===== src/rtl/score_counter_display.sv =====
// Animated BCD score readout: walks a DIGITS-wide counter one unit per step toward a
// clamped binary target and renders the digits as OR-ed 3x5 glyph sprites.

module sprite_gen #(
    parameter int SPRITE_TABLE = 1
) (
    input  logic [3:0] sprite_number_i,
    input  logic [8:0] x_i,
    input  logic [8:0] y_i,
    input  logic [8:0] h_pos_i,
    input  logic [8:0] v_pos_i,
    output logic       state_o
);
    logic [8:0]  dx;
    logic [8:0]  dy;
    logic [14:0] glyph;
    logic [2:0]  row_bits;

    assign dx = h_pos_i - x_i;
    assign dy = v_pos_i - y_i;

    // Glyph rows are packed top row first, leftmost pixel in the row MSB.
    always_comb begin
        glyph = 15'b0;
        if (SPRITE_TABLE == 0) begin
            glyph = 15'b111_111_111_111_111;
        end else begin
            case (sprite_number_i)
                4'd0: glyph = 15'b111_101_101_101_111;
                4'd1: glyph = 15'b010_110_010_010_111;
                4'd2: glyph = 15'b111_001_111_100_111;
                4'd3: glyph = 15'b111_001_111_001_111;
                4'd4: glyph = 15'b101_101_111_001_001;
                4'd5: glyph = 15'b111_100_111_001_111;
                4'd6: glyph = 15'b111_100_111_101_111;
                4'd7: glyph = 15'b111_001_001_001_001;
                4'd8: glyph = 15'b111_101_111_101_111;
                4'd9: glyph = 15'b111_101_111_001_111;
                default: glyph = 15'b0;
            endcase
        end
    end

    always_comb begin
        case (dy[2:0])
            3'd0:    row_bits = glyph[14:12];
            3'd1:    row_bits = glyph[11:9];
            3'd2:    row_bits = glyph[8:6];
            3'd3:    row_bits = glyph[5:3];
            3'd4:    row_bits = glyph[2:0];
            default: row_bits = 3'b000;
        endcase
        state_o = 1'b0;
        if (dx < 9'd3 && dy < 9'd5) begin
            state_o = row_bits[2'd2 - dx[1:0]];
        end
    end
endmodule

module score_counter_display #(
    parameter int DIGITS        = 6,
    parameter int TARGET_W      = 20,
    parameter int DIGIT_PITCH   = 4,
    parameter int SPRITE_TABLE  = 1,
    parameter int STEP_DIV      = 1,
    parameter int BLANK_LEADING = 1
) (
    input  logic                clk,
    input  logic                rst_n,
    input  logic [TARGET_W-1:0] target,
    input  logic [8:0]          X,
    input  logic [8:0]          Y,
    input  logic [8:0]          H_pos,
    input  logic [8:0]          V_pos,
    output logic                pixel,
    output logic                ready,
    output logic                overflow
);
    localparam logic [TARGET_W-1:0] MAXV = TARGET_W'(10 ** DIGITS - 1);
    localparam int PRE_W = (STEP_DIV > 1) ? $clog2(STEP_DIV) : 1;
    localparam logic [PRE_W-1:0] PRE_LAST = PRE_W'(STEP_DIV - 1);

    logic [DIGITS-1:0][3:0] bcd_q;
    logic [DIGITS-1:0][3:0] bcd_inc_d;
    logic [DIGITS-1:0][3:0] bcd_dec_d;
    logic [TARGET_W-1:0]    shown_q;
    logic [TARGET_W-1:0]    tgt_c;
    logic [PRE_W-1:0]       pre_q;
    logic                   ready_q;
    logic                   overflow_q;
    logic [DIGITS-1:0]      vis;
    logic [DIGITS-1:0]      spr;

    assign tgt_c = (target > MAXV) ? MAXV : target;

    always_comb begin
        logic carry;
        logic borrow;
        carry     = 1'b1;
        borrow    = 1'b1;
        bcd_inc_d = bcd_q;
        bcd_dec_d = bcd_q;
        for (int i = 0; i < DIGITS; i++) begin
            if (carry) begin
                if (bcd_q[i] == 4'd9) begin
                    bcd_inc_d[i] = 4'd0;
                end else begin
                    bcd_inc_d[i] = bcd_q[i] + 4'd1;
                    carry        = 1'b0;
                end
            end
            if (borrow) begin
                if (bcd_q[i] == 4'd0) begin
                    bcd_dec_d[i] = 4'd9;
                end else begin
                    bcd_dec_d[i] = bcd_q[i] - 4'd1;
                    borrow       = 1'b0;
                end
            end
        end
    end

    // The binary shadow drives direction and equality; BCD only feeds the glyphs.
    always_ff @(posedge clk or negedge rst_n) begin
        if (!rst_n) begin
            bcd_q      <= '0;
            shown_q    <= '0;
            pre_q      <= '0;
            ready_q    <= 1'b0;
            overflow_q <= 1'b0;
        end else begin
            overflow_q <= (target > MAXV);
            if (shown_q == tgt_c) begin
                pre_q   <= '0;
                ready_q <= 1'b1;
            end else begin
                ready_q <= 1'b0;
                if (pre_q == PRE_LAST) begin
                    pre_q <= '0;
                    if (shown_q < tgt_c) begin
                        shown_q <= shown_q + 1'b1;
                        bcd_q   <= bcd_inc_d;
                    end else begin
                        shown_q <= shown_q - 1'b1;
                        bcd_q   <= bcd_dec_d;
                    end
                end else begin
                    pre_q <= pre_q + 1'b1;
                end
            end
        end
    end

    always_comb begin
        logic nz;
        nz  = 1'b0;
        vis = '0;
        for (int i = DIGITS - 1; i >= 0; i--) begin
            nz     = nz | (bcd_q[i] != 4'd0);
            vis[i] = (i == 0) || (BLANK_LEADING == 0) || nz;
        end
    end

    for (genvar g = 0; g < DIGITS; g++) begin : g_digit
        localparam logic [8:0] OFFS = 9'(((DIGITS - 1 - g) * DIGIT_PITCH) % 512);
        sprite_gen #(
            .SPRITE_TABLE(SPRITE_TABLE)
        ) u_sprite (
            .sprite_number_i(bcd_q[g]),
            .x_i            (X + OFFS),
            .y_i            (Y),
            .h_pos_i        (H_pos),
            .v_pos_i        (V_pos),
            .state_o        (spr[g])
        );
    end

    assign pixel    = |(spr & vis);
    assign ready    = ready_q;
    assign overflow = overflow_q;
endmodule


===== config.mk =====
export PLATFORM = sky130hd
export DESIGN_NAME = score_counter_display
export DESIGN_NICKNAME = d
export VERILOG_FILES = /design/src/rtl/score_counter_display.sv
export SDC_FILE = /design/constraint.sdc
export NUM_CORES = 1
export LEC_CHECK = 0
export BUFFER_PORTS_ARGS = -buffer_cell sky130_fd_sc_hd__buf_2
export CAP_MARGIN = 20
export CORE_AREA = 2 2 153 155
export CTS_BUF_LIST = sky130_fd_sc_hd__clkbuf_4
export DETAILED_ROUTE_END_ITERATION = 16
export DIE_AREA = 0 0 155 157
export GPL_ROUTABILITY_DRIVEN = 0
export GPL_TIMING_DRIVEN = 0
export HOLD_SLACK_MARGIN = 0.02
export PLACE_DENSITY = 0.5
export SETUP_SLACK_MARGIN = 0.3
export SYNTH_ARGS = -nofsm -noshare
export SYNTH_HDL_FRONTEND = slang
export SYNTH_SLANG_ARGS = --single-unit

===== constraint.sdc =====
create_clock -name clk -period 11.15 [get_ports clk]
set_clock_uncertainty 0.05 [all_clocks]
set_input_delay 2.23 -clock clk [delete_from_list [all_inputs] [get_ports clk]]
set_output_delay 2.23 -clock clk [all_outputs]
set_load 0.05 [all_outputs]

==> run_results.csv, run 1 <==
group,metric,value,unit
route,via_per_inst,5.728,
setup_path,regToRegSetupSlack,5.97,ns
timing,final_hold_viol_count,0,
clock_tree,cts_buffer_depth,2,
floorplanning,ioPinCount,61,
route,ant_nets,0,
setup_path,max_stage_delay,0.56,ns
route,drt-total-wl,24370,um
placed_design,io_buffer_count,60,
clock_tree,cts-root-buf,"clkbuf_4",
global_route,grt.overflow.total,0,
pwr,peakVddDrop,0.09328,mV
timing,timing.final.crit_share,71.85,%
yosys,synthCells,1044,
yosys,synth.avg_cell_area,7.471,um^2
yosys,yosysSeqAreaShare,14.76,%
global_route,grt_max_degree,32,
clock_tree,hold_buffers,0,
clock_tree,cts_buffers,5,
setup_path,cp.depth,25,
pwr,intPower,0.8274,mW
setup_path,crit_slowest_cell,"or4_1",
setup_path,crit_fanout,28,
timing,max_freq,124.8,MHz
route,drtPass1Iterations,6,
clock_tree,h-tree-depth,2,
timing,worstMarginPinSlew,0.7717,ns
timing,setup_viol,0,
placed_design,place_area,0.008477,mm^2
timing,setup_tns,0,ns
setup_path,reg2reg_depth,17,
setup_path,critPathLaunchType,"input pin",
global_route,grt_pass1_vias,7374,
timing,rsz0062_at_grt,"no",
layout,fin_nets,1290,
status,status,"completed",
pwr,leakage,3.687,nW
route,wl_per_cell,17.42,um
route,initialDrtViolationCount,808,
yosys,synth_cell_types,79,
setup_path,crit_start,"target[8]",
global_route,grt_pass1_wl,39590,um
setup_path,cp-end-kind,"register",
layout,postLayoutCellArea,0.008562,mm^2
floorplanning,initial_utilization,34.66,%
setup_path,critical_path_class,"in2reg",
worst_hold_path,hold_class,"reg2reg",
pwr,p_per_area,209.0,mW/mm^2
setup_path,required,11.46,ns
yosys,synth_edf_count,0,
layout,syn_to_final_growth,9.769,%
clock_tree,post_cts_buffers,0,
timing,slew_viol_final,0,
layout,layout_common_cells,"ha_1 (111), nor2_1 (99), o21ai_0 (88), a21oi_1 (86), inv_1 (77)",
route,drc,0,
layout,layout_commonest_cell,"ha_1",
floorplanning,rows,55,
layout,drive_gt1_share,9.434,%
floorplanning,dieHeight,157,um
setup_path,path_buf_inv,6,
yosys,ys_ff_latch,46,
floorplanning,die-area,0.02434,mm^2
yosys,synth_async_sr_flop_share,100.0,%
clock_tree,tritoncts,"yes",
clock_tree,clock_sinks,46,
yosys,synth_nets,1222,
pwr,p_sw_share,53.77,%
pwr,combPwrFrac,76.3,%
global_route,track_usage,20.25,%
setup_path,r2r-start,"shown_q[1]",
pwr,pwr-share-clk,6.7,%
setup_path,cp-endpoint,"shown_q[19]",
timing,final.setup.worst_slack,3.139,ns
pwr,p_sw,0.9624,mW
clock_tree,clk_pin_slew,0.19,ns
clock_tree,clk-insertion-delay-late,0.44,ns
setup_path,timing.rr.end,"shown_q[19]",
placed_design,pre_cts_ws,2.685,ns
setup_path,crit_arrival,8.32,ns
timing,fin_crit,8.011,ns
floorplanning,core,0.02250,mm^2
yosys,yosys_warnings,0,
global_route,antenna_found_initial,2,
timing,slew_headroom,47.22,%
pwr,seqPwrFrac,17.0,%
route,via_count,8013,
floorplanning,die_w,155,um
setup_path,cp_top_family,"compound AO/OA/AOI/OAI gates",
yosys,synth_area,0.007800,mm^2
clock_tree,cts_resized,0,
flow_run,drv_cap,0,
placed_design,dp_hpwl,19600,um
yosys,ys.flop_type,"dfrtp_1",
## final cells by class
cell class / count / area, um^2
Inverter: 82 / 307.8
Antenna cell: 1 / 2.502
Tap cell: 285 / 356.6
Clock inverter: 3 / 45.04
Fill cell: 2370 / 13940
Sequential cell: 46 / 1151
Multi-Input combinational cell: 870 / 6147
Buffer: 46 / 193.9
Clock buffer: 5 / 37.54
Timing Repair Buffer: 61 / 320.3
## metal layers
| metal | global-route usage [%] | up-vias | share of wire, % |
|---|---|---|---|
| li1 | - | 4020 | - |
| met1 | 30.59 | 3753 | 51 |
| met2 | 30.75 | 222 | 43 |
| met3 | 2.671 | 18 | 5.3 |
| met4 | 3.748 | 0 | 0.91 |
| met5 | 0 | - | 0 |
## power groups by stage
stage                     registers (mW)  clock network (mW)  logic [mW]
after floorplan                    0.286                   0        1.05
after CTS                          0.306               0.124        1.35
after global routing               0.316               0.130        1.55
after global placement             0.310                   0        1.34
after detailed placement           0.309                   0        1.35
final                              0.305               0.119        1.37
## worst reg2reg max path: stages, from the launching register on
cell      delay [ns]
dfrtp_1         0.46
ha_1            0.33
nor2b_1         0.13
o211ai_1        0.17
a21oi_1         0.16
o311a_4         0.44
nor3_4          0.36
inv_2           0.10
buf_2           0.24
buf_2           0.38
ha_1            0.37
or4_1           0.56
o211ai_1        0.33
a21oi_1         0.18
o41ai_1         0.43
and3_1          0.21
o21ai_1         0.07
xnor2_1         0.15
## registers in the layout, summed over array words and instances (netlist names)
register / count
bcd_q: 24
shown_q: 20
overflow: 1
ready: 1
## cells by family after synthesis
group,count (synthesis),share of synthesized area (%)
fa+ha+maj,120,20.12
flops,46,14.76
buf+inv,128,6.432
mux,21,2.775
compound gates,371,31.52
simple gates,322,20.16
xor+xnor,36,4.235
## worst min path at each step
stage,start,to,depth (start not counted)
after floorplan,shown_q[19],shown_q[19],1
after global placement,shown_q[19],shown_q[19],1
after detailed placement,shown_q[19],shown_q[19],1
after CTS,shown_q[19],shown_q[19],1
after global routing,shown_q[19],shown_q[19],1
final,shown_q[19],shown_q[19],1
## synth_stat cells (12+ instances only)
library cell / count / share of area (%)
a31oi_1: 21 / 1.7
nor2b_1: 12 / 0.96
xor2_1: 15 / 1.7
inv_1: 77 / 3.7
nand2_1: 76 / 3.7
ha_1: 111 / 18
nand2b_1: 19 / 1.5
xnor2_1: 19 / 2.1
nand4_1: 17 / 1.4
mux2i_1: 16 / 2.1
nor2_1: 99 / 4.8
clkbuf_1: 31 / 1.5
a211oi_1: 22 / 2.1
o211ai_1: 15 / 1.4
a21oi_1: 86 / 5.5
o21ai_0: 88 / 5.6
nor3_1: 22 / 1.4
nor4_1: 12 / 0.96
dfrtp_1: 46 / 15
o31ai_1: 19 / 1.8
nand3_1: 21 / 1.3
## stage by stage
stage	total power, mW	hold slack [ns]	util (%)	instances
2_1_floorplan	1.332	0.4028	-	1044
3_3_place_gp	1.653	0.4297	37.58	1389
3_5_place_dp	1.654	0.4327	37.67	1390
4_1_cts	1.782	0.4555	38.04	1398
5_1_grt	1.993	0.4801	38.05	1399
6_report	1.790	0.4462	38.05	1399
Power figures use the tool's default switching activity.
==> inputs of run 2 (changes only) <==
- PLACE_DENSITY: 0.5 -> 0.51
- clock period: 11.15 -> 7.3 ns (I/O delays scaled with it)
==> run_results.csv, run 2 (synthesis gave the netlist of run 1 again) <==
group,metric,value,unit
status,status,"completed",
pwr,peakVddDrop,0.1229,mV
timing,slew_headroom,41.96,%
global_route,antenna_found_initial,1,
clock_tree,cts-root-buf,"clkbuf_4",
layout,largest_reg_flops,24,
floorplanning,dieHeight,157,um
layout,layout_common_cells,"ha_1 (111), nor2_1 (99), o21ai_0 (87), a21oi_1 (85), inv_1 (77)",
route,drc,0,
layout,syn_to_final_growth,9.849,%
layout,layout_commonest_cell,"ha_1",
global_route,grt_pass1_vias,7260,
pwr,p_sw,1.469,mW
layout,postLayoutCellArea,0.008568,mm^2
timing,hold_slack,0.4461,ns
pwr,p_sw_share,54.08,%
layout,reg.largest.list,"bcd_q (24), shown_q (20)",
clock_tree,clock_sinks,46,
placed_design,pre_cts_ws,-0.2958,ns
setup_path,required,7.59,ns
flow_run,drv_cap,0,
route,drt-total-wl,24360,um
route,wl_per_cell,17.40,um
route,ant_nets,0,
floorplanning,die_w,155,um
layout,fillers,2372,
layout,utilization,38.08,%
pwr,seqPwrFrac,17.1,%
setup_path,crit_arrival,6.72,ns
clock_tree,cts_buffers,5,
pwr,pwr-share-clk,5.3,%
pwr,combPwrFrac,77.6,%
timing,slew_viol_final,0,
timing,max_freq,155.4,MHz
clock_tree,clk_pin_slew,0.16,ns
floorplanning,initial_utilization,34.66,%
clock_tree,h-tree-depth,2,
timing,final.setup.worst_slack,0.8667,ns
pwr,intPower,1.247,mW
placed_design,io_buffer_count,60,
route,initialDrtViolationCount,654,
placed_design,place_area,0.008477,mm^2
global_route,grt_pass1_wl,38920,um
floorplanning,ioPinCount,61,
setup_path,cp-end-kind,"register",
timing,final_hold_viol_count,0,
global_route,track_usage,19.79,%
timing,setup_tns,0,ns
route,via_per_inst,5.738,
setup_path,critPathLaunchType,"input pin",
timing,worstMarginPinSlew,0.8486,ns
floorplanning,core,0.02250,mm^2
clock_tree,cts_buffer_depth,2,
layout,drive_gt1_share,9.964,%
route,via_count,8033,
placed_design,dp_hpwl,19620,um
global_route,grt.overflow.total,0,
setup_path,critical_path_class,"in2reg",
clock_tree,tritoncts,"yes",
floorplanning,rows,55,
pwr,leakage,3.700,nW
worst_hold_path,worstHoldPathCells,1,
timing,setup_viol,0,
clock_tree,clk-insertion-delay-late,0.43,ns
route,drtPass1Iterations,6,
pwr,p_per_area,317.1,mW/mm^2
floorplanning,die-area,0.02434,mm^2
timing,timing.final.crit_share,88.13,%
setup_path,crit_fanout,28,
worst_hold_path,hold_class,"reg2reg",
layout,fin_nets,1292,
setup_path,reg2reg_depth,17,
timing,rsz0062_at_grt,"no",
global_route,grt_max_degree,30,
clock_tree,hold_buffers,0,
timing,fin_crit,6.433,ns
layout,top_register,"bcd_q",
[run 2: cell count changes in the layout (fill, tap and decap cells not counted), sizes merged]
| cell | before | now |
|---|---|---|
| buf | 76 | 78 |
| bufinv | 1 | 0 |
| clkbuf | 36 | 37 |
| clkinvlp | 2 | 1 |
[run 2: repair_timing]
item,4_1_cts,5_1_grt
resized for setup,2,6
setup endpoints to repair,3,8
pin swaps,0,1
setup buffers,0,2
[run 2: power by group through the flow]
| stage | sequential, mW | clock [mW] | combinational (mW) |
|---|---|---|---|
| after detailed placement | 0.471 | 0 | 2.05 |
| after CTS | 0.465 | 0.152 | 2.07 |
| after floorplan | 0.437 | 0 | 1.60 |
| final | 0.466 | 0.143 | 2.11 |
| after global routing | 0.482 | 0.156 | 2.37 |
| after global placement | 0.473 | 0 | 2.05 |
[run 2: layout make-up]
type                            count  area [um^2]  share of cell area [%]
Sequential cell                    46         1151                   13.43
Tap cell                          285        356.6                   4.162
Timing Repair Buffer               63        335.3                   3.914
Inverter                           82        309.0                   3.607
Antenna cell                        1        2.502                 0.02921
Multi-Input combinational cell    870         6163                   71.93
Clock inverter                      1        7.507                 0.08762
Buffer                             46        197.7                   2.307
Clock buffer                        6        45.04                  0.5257
[run 2: stage by stage]
| step | total power, mW | std cells |
|---|---|---|
| 2_1_floorplan | 2.035 | 1044 |
| 3_3_place_gp | 2.522 | 1389 |
| 3_5_place_dp | 2.523 | 1390 |
| 4_1_cts | 2.683 | 1397 |
| 5_1_grt | 3.004 | 1400 |
| 6_report | 2.717 | 1400 |
[run 2: worst paths after layout]
kind	startpoint	endpoint	slack (ns)
worst max-delay path	target[8]	shown_q[19]	0.87
worst min-delay path	shown_q[19]	shown_q[19]	0.45
worst max register to register	shown_q[1]	shown_q[19]	2.58
worst min register to register	shown_q[19]	shown_q[19]	0.45
max in group asynchronous	rst_n	bcd_q[20]	5.74
min in group asynchronous	rst_n	shown_q[16]	0.90
[run 2: layer usage]
layer / up-vias / share of wire, % / GRT usage (%)
li1: 4024 / - / -
met1: 3814 / 52 / 29.70
met2: 177 / 43 / 30.37
met4: 0 / 1.1 / 4.056
met5: - / 0 / 0
met3: 18 / 3.9 / 2.313
[run 2: critical path: stages]
cell	delay, ns
buf_2	0.10
o31ai_1	0.26
nand2_1	0.10
a21oi_1	0.14
or2_2	0.11
clkbuf_2	0.19
clkinv_2	0.15
nor2_1	0.13
ha_1	0.25
nor2b_1	0.13
o211ai_1	0.17
a21oi_1	0.16
o311a_4	0.43
nor3_4	0.22
inv_2	0.08
buf_2	0.21
buf_4	0.28
ha_1	0.29
or4_1	0.56
o211ai_1	0.33
a21oi_1	0.17
o41ai_2	0.36
and3_1	0.20
o21ai_1	0.06
xnor2_1	0.15
